`config.mk`:
```
export PLATFORM = sky130hd
export DESIGN_NAME = instr_fetch
export DESIGN_NICKNAME = d
export VERILOG_FILES = /design/src/rtl/instr_fetch.sv
export SDC_FILE = /design/constraint.sdc
export NUM_CORES = 1
export LEC_CHECK = 0
export ABC_AREA = 1
export CAP_MARGIN = 20
export CORE_ASPECT_RATIO = 1.75
export CORE_UTILIZATION = 50
export DETAILED_ROUTE_END_ITERATION = 7
export PLACE_DENSITY = 0.88
export SETUP_SLACK_MARGIN = 0.2
export SYNTH_ARGS = -nofsm -noshare
export SYNTH_HDL_FRONTEND = slang
export SYNTH_SLANG_ARGS = --single-unit
export TNS_END_PERCENT = 1
```
`constraint.sdc`:
```
create_clock -name clk -period 9.2 [get_ports clk]
set_input_delay 2.3 -clock clk [delete_from_list [all_inputs] [get_ports clk]]
set_output_delay 2.3 -clock clk [all_outputs]
set_load 0.01 [all_outputs]
```
`src/rtl/instr_fetch.sv`:
```
//------------------------------------------------------------------------------
// Module  : instr_fetch
// Brief   : PC register, ROM address drive and IF/ID pipeline register with
//           stall/flush/redirect handling and halt detection. Optional bounds
//           check enabled by FETCH_BOUNDS_CHECK_EN.
// Revision: 1.0
//------------------------------------------------------------------------------
`default_nettype none

module instr_fetch #(
  parameter logic [31:0] RESET_PC  = 32'h0000_0000,
  parameter int          ROM_BYTES = 64,
  parameter logic [31:0] HALT_WORD = 32'hFC00_0000
) (
  input  logic        clk,
  input  logic        rst,
  output logic [31:0] rom_addr,
  input  logic [31:0] rom_data,
  input  logic        stall,
  input  logic        flush,
  input  logic        redirect,
  input  logic [31:0] redirect_pc,
  output logic [31:0] ifid_instr,
  output logic [31:0] ifid_pc4,
  output logic        ifid_valid,
  output logic        halted,
  output logic        fault
);

  typedef enum logic [1:0] {
    S_RUN   = 2'd0,
    S_HALT  = 2'd1,
    S_FAULT = 2'd2
  } state_t;

  localparam logic [31:0] RESET_PC_ALIGNED = {RESET_PC[31:2], 2'b00};

  state_t      state_q, state_d;
  logic [31:0] pc_q, pc_d;
  logic [31:0] instr_q, instr_d;
  logic [31:0] pc4_q, pc4_d;
  logic        valid_q, valid_d;
  logic [31:0] pc_plus4;
  logic [31:0] redirect_target;
  logic        out_of_range;
  logic        unused_redirect_lsbs;

  assign pc_plus4             = pc_q + 32'd4;
  assign redirect_target      = {redirect_pc[31:2], 2'b00};
  assign unused_redirect_lsbs = ^redirect_pc[1:0];

`ifdef FETCH_BOUNDS_CHECK_EN
  logic fault_q, fault_d;

  // Widened to 33 bits so a PC near the top of the address space cannot wrap
  // back into range.
  assign out_of_range = ({1'b0, pc_q} + 33'd3) >= 33'(ROM_BYTES);
  assign fault        = fault_q;
`else
  logic unused_rom_bytes;

  assign unused_rom_bytes = (ROM_BYTES != 0);
  assign out_of_range     = 1'b0;
  assign fault            = 1'b0;
`endif

  always_comb begin
    state_d = state_q;
    pc_d    = pc_q;
    instr_d = instr_q;
    pc4_d   = pc4_q;
    valid_d = valid_q;
`ifdef FETCH_BOUNDS_CHECK_EN
    fault_d = fault_q;
`endif

    unique case (state_q)
      S_RUN: begin
        if (redirect) begin
          pc_d    = redirect_target;
          instr_d = 32'd0;
          pc4_d   = 32'd0;
          valid_d = 1'b0;
        end else if (stall) begin
          if (flush) begin
            instr_d = 32'd0;
            pc4_d   = 32'd0;
            valid_d = 1'b0;
          end
        end else if (flush) begin
          pc_d    = pc_plus4;
          instr_d = 32'd0;
          pc4_d   = 32'd0;
          valid_d = 1'b0;
        end else if (out_of_range) begin
          instr_d = 32'd0;
          pc4_d   = 32'd0;
          valid_d = 1'b0;
          state_d = S_FAULT;
`ifdef FETCH_BOUNDS_CHECK_EN
          fault_d = 1'b1;
`endif
        end else begin
          instr_d = rom_data;
          pc4_d   = pc_plus4;
          valid_d = 1'b1;
          // The halt word stays addressed so rom_addr points at it while halted.
          if (rom_data == HALT_WORD) begin
            state_d = S_HALT;
          end else begin
            pc_d = pc_plus4;
          end
        end
      end

      S_HALT: begin
        if (redirect) begin
          state_d = S_RUN;
          pc_d    = redirect_target;
          instr_d = 32'd0;
          pc4_d   = 32'd0;
          valid_d = 1'b0;
        end else if (!(stall && !flush)) begin
          instr_d = 32'd0;
          pc4_d   = 32'd0;
          valid_d = 1'b0;
        end
      end

      S_FAULT: begin
        instr_d = 32'd0;
        pc4_d   = 32'd0;
        valid_d = 1'b0;
      end

      default: begin
        state_d = S_RUN;
      end
    endcase
  end

  always_ff @(posedge clk or posedge rst) begin
    if (rst) begin
      state_q <= S_RUN;
      pc_q    <= RESET_PC_ALIGNED;
      instr_q <= 32'd0;
      pc4_q   <= 32'd0;
      valid_q <= 1'b0;
    end else begin
      state_q <= state_d;
      pc_q    <= pc_d;
      instr_q <= instr_d;
      pc4_q   <= pc4_d;
      valid_q <= valid_d;
    end
  end

`ifdef FETCH_BOUNDS_CHECK_EN
  always_ff @(posedge clk or posedge rst) begin
    if (rst) begin
      fault_q <= 1'b0;
    end else begin
      fault_q <= fault_d;
    end
  end
`endif

  assign rom_addr   = pc_q;
  assign ifid_instr = instr_q;
  assign ifid_pc4   = pc4_q;
  assign ifid_valid = valid_q;
  assign halted     = (state_q == S_HALT);

endmodule

`default_nettype wire

```
; ---- Word level (Yosys, flattened, before mapping)
; Index checks and enable logic that the tools add are counted.
[word_totals]
register_bits = 99
inputBits = 69
output_inout_bits = 99
elab_cells = 57
[classes]
add_sub_neg = 1
eq_ne = 12
muxes = 30
bitwise_logic = 1
reduce_logical = 8
[op_table]
columns = cell, n
row1 = 32-bit 2-to-1 mux, 14
row2 = 32-bit one-hot mux with 3 select lines, 2
row3 = 32-bit one-hot mux with 2 select lines, 1
row4 = 32-bit by 3-bit adder with 32-bit output (second input constant), 1
row5 = 32-bit == test (second input constant), 1
row6 = 2-bit 2-to-1 mux, 5
row7 = 2-bit inequality test (second input constant), 5
row8 = 4-bit inequality test (second input constant), 2
row9 = 1-bit 2-to-1 mux, 6
row10 = 3-bit inequality test (second input constant), 2
row11 = 2-bit one-hot mux with 3 select lines, 1
row12 = 6-bit AND reduction, 1
row13 = 4-bit AND reduction, 1
row14 = 1-bit one-hot mux with 3 select lines, 1
row15 = 3-bit AND reduction, 1
row16 = 3-bit nonzero test, 1
row17 = 2-bit by 1-bit == test with 1-bit output (second input constant), 1
row18 = 2-bit == test (second input constant), 1
row19 = 2-bit zero test, 1
row20 = 2-bit nonzero test, 1
row21 = 1-bit logical AND, 1
row22 = 1-bit zero test, 1
row23 = 1-bit NOT, 1

; ---- Depth between registers and ports, before layout
; Gate-level depths: netlist of the first run.
[depth]
word_depth = 6
ltp_mapped = 11
depth_no_buf = 10

; ---- Worst setup path before layout of the first run
; Ideal clock, no wire load.
[synth_path]
path_kind = input-to-reg
start = input port redirect
end = register pc_q[10], in the netlist rom_addr[10]
setup_time_ns = 0.124
arrival_ns = 3.197
path_slack_ns = 5.880
path_stages = 10
cell_sequence = inv_2 > nand2_2 > nor2_1 > nand3_2 > nor2_1 > nor2_1 > buf_4 > buf_6 > o211ai_1 > nand2_1
[synth_via]
elab_chain_cells = 2
[synth_lines]
columns = item, line
row1 = "start, declared", 21  ; input logic redirect,
row2 = "4-bit inequality test (no source line), or another cell as far along", -
row3 = 4-bit AND reduction (no source line) or 32-bit one-hot mux with 2 select lines (tied branches), -
row4 = "end signal, assigned", 151  ; pc_q <= pc_d;
row5 = "end, declared", 39  ; logic [31:0] pc_q, pc_d;
; Parallel ways exist; a longest one is shown, timed or not.
; A chain may end at the register's enable or synchronous reset.

; ---- Final worst setup path of the first run
[layout_path]
start = input port redirect
end = register pc4_q[26], in the netlist ifid_pc4[26]
[layout_via]
elab_chain_cells = 2
[layout_lines]
columns = item, line
row1 = "4-bit inequality test (no source line), or another cell as far along", -
row2 = 3-bit AND reduction (no source line) or 32-bit one-hot mux with 3 select lines (tied branches), -
row3 = "end signal, assigned", 153  ; pc4_q <= pc4_d;
row4 = "end, declared", 41  ; logic [31:0] pc4_q, pc4_d;
; Parallel ways exist; a longest one is shown, timed or not.

==> impl_metrics.json, run 1 <==
{
  "status": "finished clean",
  "post_cts_buffers": 0,
  "pwr-share-clk": 0.351,
  "diodes": 0,
  "post-place-ws_ns": 4.552,
  "final_max_slew_viol_count": 0,
  "grt_pass1_wl_mm": 25.15,
  "synth_top_cell_by_area": "dfrtp_1",
  "m1WireLength_mm": 5.642,
  "drc": 0,
  "synth_area_sq_um": 4935,
  "htree_num_levels": 3,
  "vias_per_cell": 5.568,
  "setup_viol": 0,
  "p_seq_frac": 0.443,
  "clock_skew_ns": 0.006890,
  "place.gp.congestion": 0.9706,
  "port_buffers": 162,
  "seq_area_frac_synth": 0.4817,
  "drt_wl_total_mm": 15.59,
  "postSynthCellCount": 611,
  "syn_area_per_cell_sq_um": 8.076,
  "leakage_nw": 3.166,
  "final.period_utilization": 0.4636,
  "grt_pass1_vias": 5002,
  "syn_to_final_growth_pct": 40.26,
  "clkLatencyLatePin_ns": 0.35,
  "combPwrFrac": 0.206,
  "max_freq_mhz": 234.5,
  "initial_core_util": 0.5180,
  "fp.dieW_microns": 77.10,
  "cp_max_fo": 42,
  "fin_tns_setup_ns": 0,
  "wl_met3_microns": 927,
  "postRouteAntennaNets": 0,
  "grt_antenna_before_repair": 0,
  "hold_viol": 0,
  "clkTransAtPathRegs_ns": 0.07,
  "slew-limit-headroom": 0.4764,
  "die_area_sq_um": 10290,
  "setup_ws_ns": 4.935,
  "dpl-instance-area_sq_um": 6606,
  "cp.arrival_ns": 4.55,
  "switching_power_uw": 313.2,
  "crit_type": "primary input to flop",
  "final_util": 0.7266,
  "clockBufferDepth": 2,
  "met2_length_mm": 7.984,
  "yosysWarnings": 0,
  "grt_overflow": 0,
  "worstRegToRegCells": 7,
  "worstMarginPinSlew_ns": 0.7854,
  "cts_num_sinks": 95,
  "cts-resized-gates": 0,
  "whs_path_depth": 1,
  "worst_setup_path_start_kind": "primary input",
  "via_count": 4961,
  "hp-class": "flop to flop",
  "hold_buffers": 0,
  "ios": 168,
  "grt_max_degree": 64,
  "synth_seq_cells": 95,
  "layout_min_cycle_time_ns": 4.265,
  "vdd_drop_max_mv": 0.1261,
  "p_per_area_nw_per_um2": 157.0,
  "clock-root-buffer": "clkbuf_16",
  "cts_tree": "done",
  "p_sw_frac": 0.2883,
  "first_pass_iters": 7,
  "grt_usage": 0.3187,
  "drive_above_1_share": 0.07672,
  "rsz0062_at_grt": "no",
  "max_cap_viol_count": 0,
  "synth_top_area_frac": 0.4817,
  "place_hpwl_mm": 11.05,
  "final_cell_area_sq_um": 6922,
  "drtIter0Drc": 348,
  "intPower_uw": 773.2,
  "synth_cell_types": 38,
  "cp-end-kind": "flop",
  "core_sq_um": 9527,
  "numCtsBuffers": 9,
  "die_h_microns": 133.4,
  "num_rows": 47,
  "top_layer": "met4",
  "crit_required_ns": 9.49,
  "synth_area_leaders": "dfrtp_1 48%, nand2_1 15%, a22o_1 6.2%",
  "final_nets": 834,
  "routedWlPerCell_microns": 17.50
}
[logic make-up (layout without fill, tap and decap cells)]
kind of cell             Yosys count  in the layout  share of synthesized area
AND/OR/NAND/NOR                  341            341                     0.2997
flip-flops                        95             95                     0.4817
AO/OA/AOI/OAI                     94             94                     0.1313
buffers and inverters             68            224                    0.06288
XOR/XNOR                          11             11                    0.02105
adder cells (fa/ha/maj)            1              1                   0.002535
other                              1              3                  0.0007599
[power by group through the flow]
stage / Sequential (mW) / Clock [mW] / Combinational, mW
6_report: 0.481 / 0.382 / 0.224
5_1_grt: 0.485 / 0.399 / 0.244
4_1_cts: 0.480 / 0.387 / 0.223
3_5_place_dp: 0.487 / 0 / 0.221
3_3_place_gp: 0.486 / 0 / 0.216
2_1_floorplan: 0.492 / 0 / 0.0959
[per-stage QoR]
stage                     total power [mW]  hold WS, ns  std cells
after floorplan                     0.5880       0.5155        613
after global placement              0.7012       0.4640        874
after detailed placement            0.7075       0.4688        874
after CTS                            1.090       0.4842        890
after global routing                 1.128       0.5075        891
final                                1.086       0.4824        891
[flip-flops by register name (all words and copies together), names as in the netlist]
name,count
ifid_valid,1
ifid_pc4,31
ifid_instr,32
rom_addr,30
state_q,1
[critical path: stages]
cell and delay (ns):
clkdlybuf4s50_1 0.43, inv_2 0.08, nand2_2 0.21, nor2_2 0.17, buf_4 0.43, inv_1 0.47, a21oi_1 0.31, a21o_1 0.11
[final cells by class]
cell class / instances / area (sq um)
clock buffer: 12 / 246.5
clock inverter: 4 / 53.80
fill: 717 / 2605
inverter: 40 / 152.6
multi-input combinational: 450 / 2265
sequential: 95 / 2377
tap: 122 / 152.6
timing repair buffer: 168 / 1674
[final timing paths]
check	start	endpoint	slack, ns
max	redirect	ifid_pc4[26]	4.94
min	ifid_pc4[17]	ifid_pc4[17]	0.48
max reg2reg	state_q[0]	ifid_pc4[26]	6.91
min reg2reg	ifid_pc4[17]	ifid_pc4[17]	0.48
max in group asynchronous	rst	rom_addr[27]	5.72
min in group asynchronous	rst	ifid_instr[9]	2.33
[synth_stat cells (all sizes together)]
library cell  number
nand2            201
dfrtp             95
nor2              83
inv               40
o21ai             39
a22o              35
nand3             32
buf               21
or2                8
xor2               8
clkbuf             7
a21oi              6
a21o               5
nand3b             5
a21boi             4
nand4              4
nor3               4
and2               3
o211ai             3
xnor2              3
conb               1
ha                 1
nor3b              1
o21bai             1
o31ai              1
[placed cells by master (no fill, tap or decap), types with 2 or more instances in the layout]
cell / n
dfrtp_1: 95
o211ai_1: 3
nand3b_1: 5
nand2_2: 6
nor2_2: 8
xor2_1: 7
o21ai_2: 2
nand3_2: 2
clkdlybuf4s50_1: 162
a22o_1: 35
clkbuf_1: 2
nand3_1: 30
and2_1: 3
nand2_1: 194
nor3_1: 4
nor2_4: 6
or2_2: 8
nor2_1: 69
a21o_1: 5
xnor2_1: 3
o21ai_1: 10
clkbuf_16: 9
nand4_1: 3
o21ai_0: 27
buf_4: 5
a21boi_0: 4
inv_2: 2
clkinvlp_4: 2
inv_1: 37
a21oi_1: 6
conb_1: 3
[per-layer routing]
metal | up-vias | track usage
met1 | 2355 | 0.3480
li1 | 2281 | -
met2 | 257 | 0.5610
met5 | - | 0
met3 | 68 | 0.05959
met4 | 0 | 0.2023
Note: power is estimated with default switching activity, not from simulation.
==> inputs of run 2 (changes only) <==
Settings changed: CORE_UTILIZATION 50 to 42, PLACE_DENSITY 0.88 to 0.79.
Clock period 9.2 ns to 3.5 ns, I/O delays scaled along.
==> run 2 against run 1 <==
The flow now finishes with violations (DRC). Via count decreased by 3.6%. Cell count is 1.9% higher. Die area grew 19%. Wire length shrank 4.5%. Critical path type unchanged. Sequential share of layout area is 0.34 points lower. First-iteration DRC count is 5.2% lower. Register-to-register slack got worse by 5.4 ns. Largest cell class unchanged.
==> impl_metrics.json, run 2 (synthesis results as in run 1) <==
{
  "vdd_drop_max_mv": 0.2629,
  "cts-resized-gates": 0,
  "grt_max_degree": 72,
  "wl_met3_microns": 757,
  "cts_tree": "done",
  "hold_buffers": 0,
  "syn_to_final_growth_pct": 41.66,
  "clockBufferDepth": 2,
  "numCtsBuffers": 9,
  "worstMarginPinSlew_ns": 0.6182,
  "num-fill-cells": 997,
  "ios": 168,
  "die_h_microns": 145.4,
  "rsz0062_at_grt": "no",
  "max_cap_viol_count": 0,
  "first_pass_iters": 7,
  "clkTransAtPathRegs_ns": 0.06,
  "drc": 26,
  "num_rows": 52,
  "final.period_utilization": 0.6918,
  "final_common_cell": "nand2_1",
  "crit_family": "buffers and inverters",
  "fin_tns_setup_ns": 0,
  "drtIter0Drc": 330,
  "hold_viol": 0,
  "p_seq_frac": 0.442,
  "grt_pass1_wl_mm": 24.29,
  "switching_power_uw": 825.3,
  "status": "complete, but fails checks",
  "cp_max_fo": 26,
  "p_sw_frac": 0.2885,
  "r2r_start": "rom_addr[2]",
  "routedWlPerCell_microns": 16.40,
  "mostFrequentLayoutCells": "194 x nand2_1, 162 x clkdlybuf4s50_1, 95 x dfrtp_1",
  "crit_type": "primary input to flop",
  "slowest_delay_ns": 0.47,
  "crit_chain": "clkdlybuf4s50_1 > inv_2 > nand2_2 > inv_1 > buf_12 > or2_2 > nand3_1 > o21ai_0",
  "met2_length_mm": 7.688,
  "clock-root-buffer": "clkbuf_16",
  "r2r_setup_slack_ns": 1.56,
  "critPathCapture": "rom_addr[19]",
  "worst_setup_path_start_kind": "primary input",
  "clkLatencyLatePin_ns": 0.35,
  "final_max_slew_viol_count": 0,
  "drive_above_1_share": 0.08279,
  "largest_reg_flops": 32,
  "pwr-share-clk": 0.352,
  "final_nets": 838,
  "post_cts_buffers": 0,
  "grt_antenna_before_repair": 0,
  "combPwrFrac": 0.205,
  "final_cell_area_sq_um": 6990,
  "worstRegToRegCells": 8,
  "max_freq_mhz": 413.0,
  "m1WireLength_mm": 5.512,
  "grt_usage": 0.2562,
  "port_buffers": 162,
  "place.gp.congestion": 0.9453,
  "place_hpwl_mm": 11.09,
  "intPower_mw": 2.035,
  "clock_skew_ns": 0.007768,
  "slew-limit-headroom": 0.5870,
  "crit_slowest_cell": "clkdlybuf4s50_1",
  "cp.depth": 8,
  "r2r_end": "rom_addr[10]",
  "path_buf_inv": 4,
  "crit_start": "redirect",
  "layout_min_cycle_time_ns": 2.421,
  "drt_wl_total_mm": 14.90,
  "htree_num_levels": 3,
  "grt_overflow": 0,
  "hp-class": "flop to flop",
  "fp.dieW_microns": 83.94,
  "postRouteAntennaNets": 0,
  "p_per_area_nw_per_um2": 409.2,
  "vias_per_cell": 5.269,
  "violations": "DRC",
  "top_layer": "met4",
  "core_sq_um": 11520,
  "via_count": 4784,
  "initial_core_util": 0.4285,
  "setup_viol": 0,
  "leakage_nw": 3.192,
  "dpl-instance-area_sq_um": 6684,
  "cts_num_sinks": 95,
  "grt_pass1_vias": 4871,
  "cp-end-kind": "flop",
  "whs_ns": 0.4807,
  "crit_required_ns": 3.72,
  "die_area_sq_um": 12200,
  "cp.arrival_ns": 2.64,
  "diodes": 0
}
==> run 2: worst min-delay path by stage <==
stage,startpoint,endpoint,slack (ns),depth (start not counted)
after floorplan,ifid_pc4[21],ifid_pc4[21],0.52,2
after global placement,ifid_valid,ifid_valid,0.46,2
after detailed placement,ifid_pc4[25],ifid_pc4[25],0.46,2
after CTS,ifid_pc4[25],ifid_pc4[25],0.48,2
after global routing,ifid_pc4[25],ifid_pc4[25],0.51,2
final,ifid_pc4[25],ifid_pc4[25],0.48,2
==> run 2: metrics by stage <==
| step | worst slack [ns] | util | std cells | power, mW |
|---|---|---|---|---|
| after floorplan | 1.505 | - | 613 | 1.546 |
| after global placement | 0.7748 | 0.5804 | 892 | 1.857 |
| after detailed placement | 0.7277 | 0.5804 | 892 | 1.870 |
| after CTS | 1.088 | 0.6070 | 908 | 2.879 |
| after global routing | 0.9655 | 0.6070 | 908 | 2.995 |
| final | 1.079 | 0.6070 | 908 | 2.861 |
==> run 2: worst register-to-register path, cell delays in order (launching register included) <==
cell      delay, ns
dfrtp_1        0.50
ha_1           0.29
inv_1          0.10
nor2_4         0.17
nand2_4        0.11
xor2_1         0.38
nand2_1        0.09
o211ai_1       0.11
nand2_1        0.07
==> run 2: layout make-up <==
type                    count  area [sq um]  share of cell area
multi-input cells         450          2262              0.3236
clock buffers              10         239.0             0.03419
inverters                  40         153.9             0.02202
repair buffers            172          1722              0.2463
well taps                 135         168.9             0.02416
clock inverters             6         67.56            0.009665
flip-flops and latches     95          2377              0.3401
==> run 2: power groups by stage <==
stage	clock (mW)	combinational, mW	sequential (mW)
detailed placement	0	0.588	1.28
global placement	0	0.580	1.28
floorplan	0	0.252	1.29
global route	1.08	0.644	1.27
CTS	1.02	0.593	1.26
finish	1.01	0.588	1.26
==> run 2: routing by layer <==
metal | vias to the layer above | GRT usage
li1 | 2292 | -
met1 | 2244 | 0.2817
met2 | 191 | 0.4525
met3 | 57 | 0.04538
met4 | 0 | 0.1586
met5 | - | 0
==> inputs of run 3 (changes only) <==
Settings changed: CORE_UTILIZATION 42 to 46, PLACE_DENSITY 0.79 to 0.82.
Clock period 3.5 ns to 2.3 ns, I/O delays scaled along.
==> run 3 against run 2 <==
The flow now finishes without violations. Clock power up 43%. Combinational power up 59%. Die area down 8.5%. Wire length up 6.7%. Sequential cell count unchanged. Core utilization up 8.6 points.
==> impl_metrics.json, run 3 (synthesis results as in run 1) <==
{
  "grt_usage": 0.2969,
  "cp.arrival_ns": 1.46,
  "vias_per_cell": 5.436,
  "switching_power_mw": 1.282,
  "max_cap_viol_count": 0,
  "setup_viol": 0,
  "postRouteAntennaNets": 0,
  "grt_overflow": 0,
  "first_pass_iters": 6,
  "rsz0062_at_grt": "yes",
  "layout_min_cycle_time_ns": 2.036,
  "syn_to_final_growth_pct": 45.51,
  "max_freq_mhz": 491.1,
  "drtIter0Drc": 278,
  "via_count": 4990,
  "port_buffers": 162,
  "setup_ws_ns": 0.2639,
  "initial_core_util": 0.4763,
  "final.period_utilization": 0.8852,
  "final_nets": 856,
  "crit_required_ns": 1.73,
  "cts_tree": "done",
  "hp-class": "flop to flop",
  "slew-limit-headroom": 0.6502,
  "mostFrequentLayoutCells": "194 x nand2_1, 162 x clkdlybuf4s50_1, 95 x dfrtp_1",
  "largest_reg_flops": 32,
  "r2r_setup_slack_ns": 0.39,
  "p_sw_frac": 0.2982,
  "p_seq_frac": 0.448,
  "vdd_drop_max_mv": 0.4246,
  "clock_skew_ns": 0.005102,
  "drive_above_1_share": 0.1062,
  "fp.dieW_microns": 80.30,
  "pwr-share-clk": 0.335,
  "post_cts_buffers": 0,
  "combPwrFrac": 0.218,
  "core_sq_um": 10360,
  "slowest_delay_ns": 0.61,
  "grt_max_degree": 96,
  "dpl-instance-area_sq_um": 6879,
  "clockBufferDepth": 2,
  "clkLatencyLatePin_ns": 0.35,
  "crit_type": "flop to output port",
  "grt_antenna_before_repair": 0,
  "grt_pass1_wl_mm": 24.85,
  "ios": 168,
  "routedWlPerCell_microns": 17.32,
  "path_buf_inv": 1,
  "intPower_mw": 3.016,
  "place.gp.congestion": 0.8958,
  "numCtsBuffers": 9,
  "cp-end-kind": "output port",
  "post-place-ws_ns": -0.3886,
  "die_h_microns": 139.0,
  "worstMarginPinSlew_ns": 0.5247,
  "cts_num_sinks": 95,
  "htree_num_levels": 3,
  "hold_buffers": 0,
  "grt_pass1_vias": 5038,
  "clock-root-buffer": "clkbuf_16",
  "leakage_nw": 3.296,
  "drc": 0,
  "power_mw": 4.298,
  "diodes": 0,
  "place_hpwl_mm": 11.49,
  "die_area_sq_um": 11160,
  "final_max_slew_viol_count": 0,
  "crit_chain": "clkdlybuf4s50_1",
  "cp_max_fo": 6,
  "clkTransAtPathRegs_ns": 0.07,
  "hold_viol": 0,
  "crit_slowest_cell": "clkdlybuf4s50_1",
  "worst_setup_path_start_kind": "flop",
  "status": "finished clean",
  "whs_ns": 0.4811,
  "num-fill-cells": 840,
  "crit_family": "buffers and inverters",
  "final_cell_area_sq_um": 7181,
  "p_per_area_nw_per_um2": 598.5,
  "num_rows": 49,
  "final_common_cell": "nand2_1",
  "drt_wl_total_mm": 15.90
}
## run 3: worst register-to-register path, stage by stage (launching register included)
cell	delay [ns]
dfrtp_1	0.50
ha_1	0.28
inv_1	0.10
nor2_4	0.18
nand2_4	0.11
xor2_1	0.35
nand2_1	0.09
o211ai_1	0.11
nand2_1	0.08
## run 3: path summary, 6_finish.rpt
kind	end	depth (start not counted)	from
worst min register to register	ifid_pc4[30]	2	ifid_pc4[30]
worst max-delay path	rom_addr[2]	1	rom_addr[2]
worst min-delay path	ifid_pc4[30]	2	ifid_pc4[30]
max in group asynchronous	ifid_pc4[29]	3	rst
min in group asynchronous	ifid_instr[29]	3	rst
worst max register to register	rom_addr[10]	8	rom_addr[2]
## run 3: through the flow
| stage | utilization | TNS [ns] | std cells |
|---|---|---|---|
| after floorplan | - | 0 | 613 |
| after global placement | 0.6639 | -5.567 | 901 |
| after detailed placement | 0.6639 | -5.677 | 901 |
| after CTS | 0.6917 | 0 | 917 |
| after global routing | 0.6930 | 0 | 918 |
| final | 0.6930 | 0 | 918 |
## run 3: layout make-up
cell class | instances | area (sq um) | share of cell area
Inverter | 40 | 153.9 | 0.02143
Multi-Input combinational cell | 451 | 2283 | 0.3180
Timing Repair Buffer | 189 | 1924 | 0.2680
Clock buffer | 10 | 239.0 | 0.03328
Clock inverter | 6 | 43.79 | 0.006099
Tap cell | 127 | 158.9 | 0.02213
Sequential cell | 95 | 2377 | 0.3311
## run 3: power by group through the flow
| stage | clock network [mW] | logic [mW] | registers, mW |
|---|---|---|---|
| after floorplan | 0 | 0.384 | 1.97 |
| after global placement | 0 | 0.910 | 1.95 |
| after detailed placement | 0 | 0.929 | 1.95 |
| after CTS | 1.45 | 0.938 | 1.92 |
| after global routing | 1.53 | 1.02 | 1.94 |
| final | 1.44 | 0.936 | 1.92 |
## run 3: routing by layer
layer  vias up  global-route usage  routed length (microns)
li1       2330                   -                        -
met5         -                   0                        0
met1      2374              0.3211                     5799
met4         0              0.1842                      974
met3        60             0.05921                      925
met2       226              0.5160                     8197
## run 3: timing repair
item / in CTS / in global routing
gates resized for setup: 1 / 2
pin swaps: 0 / 1
setup endpoints to repair: 17 / 18
gates cloned: 0 / 1
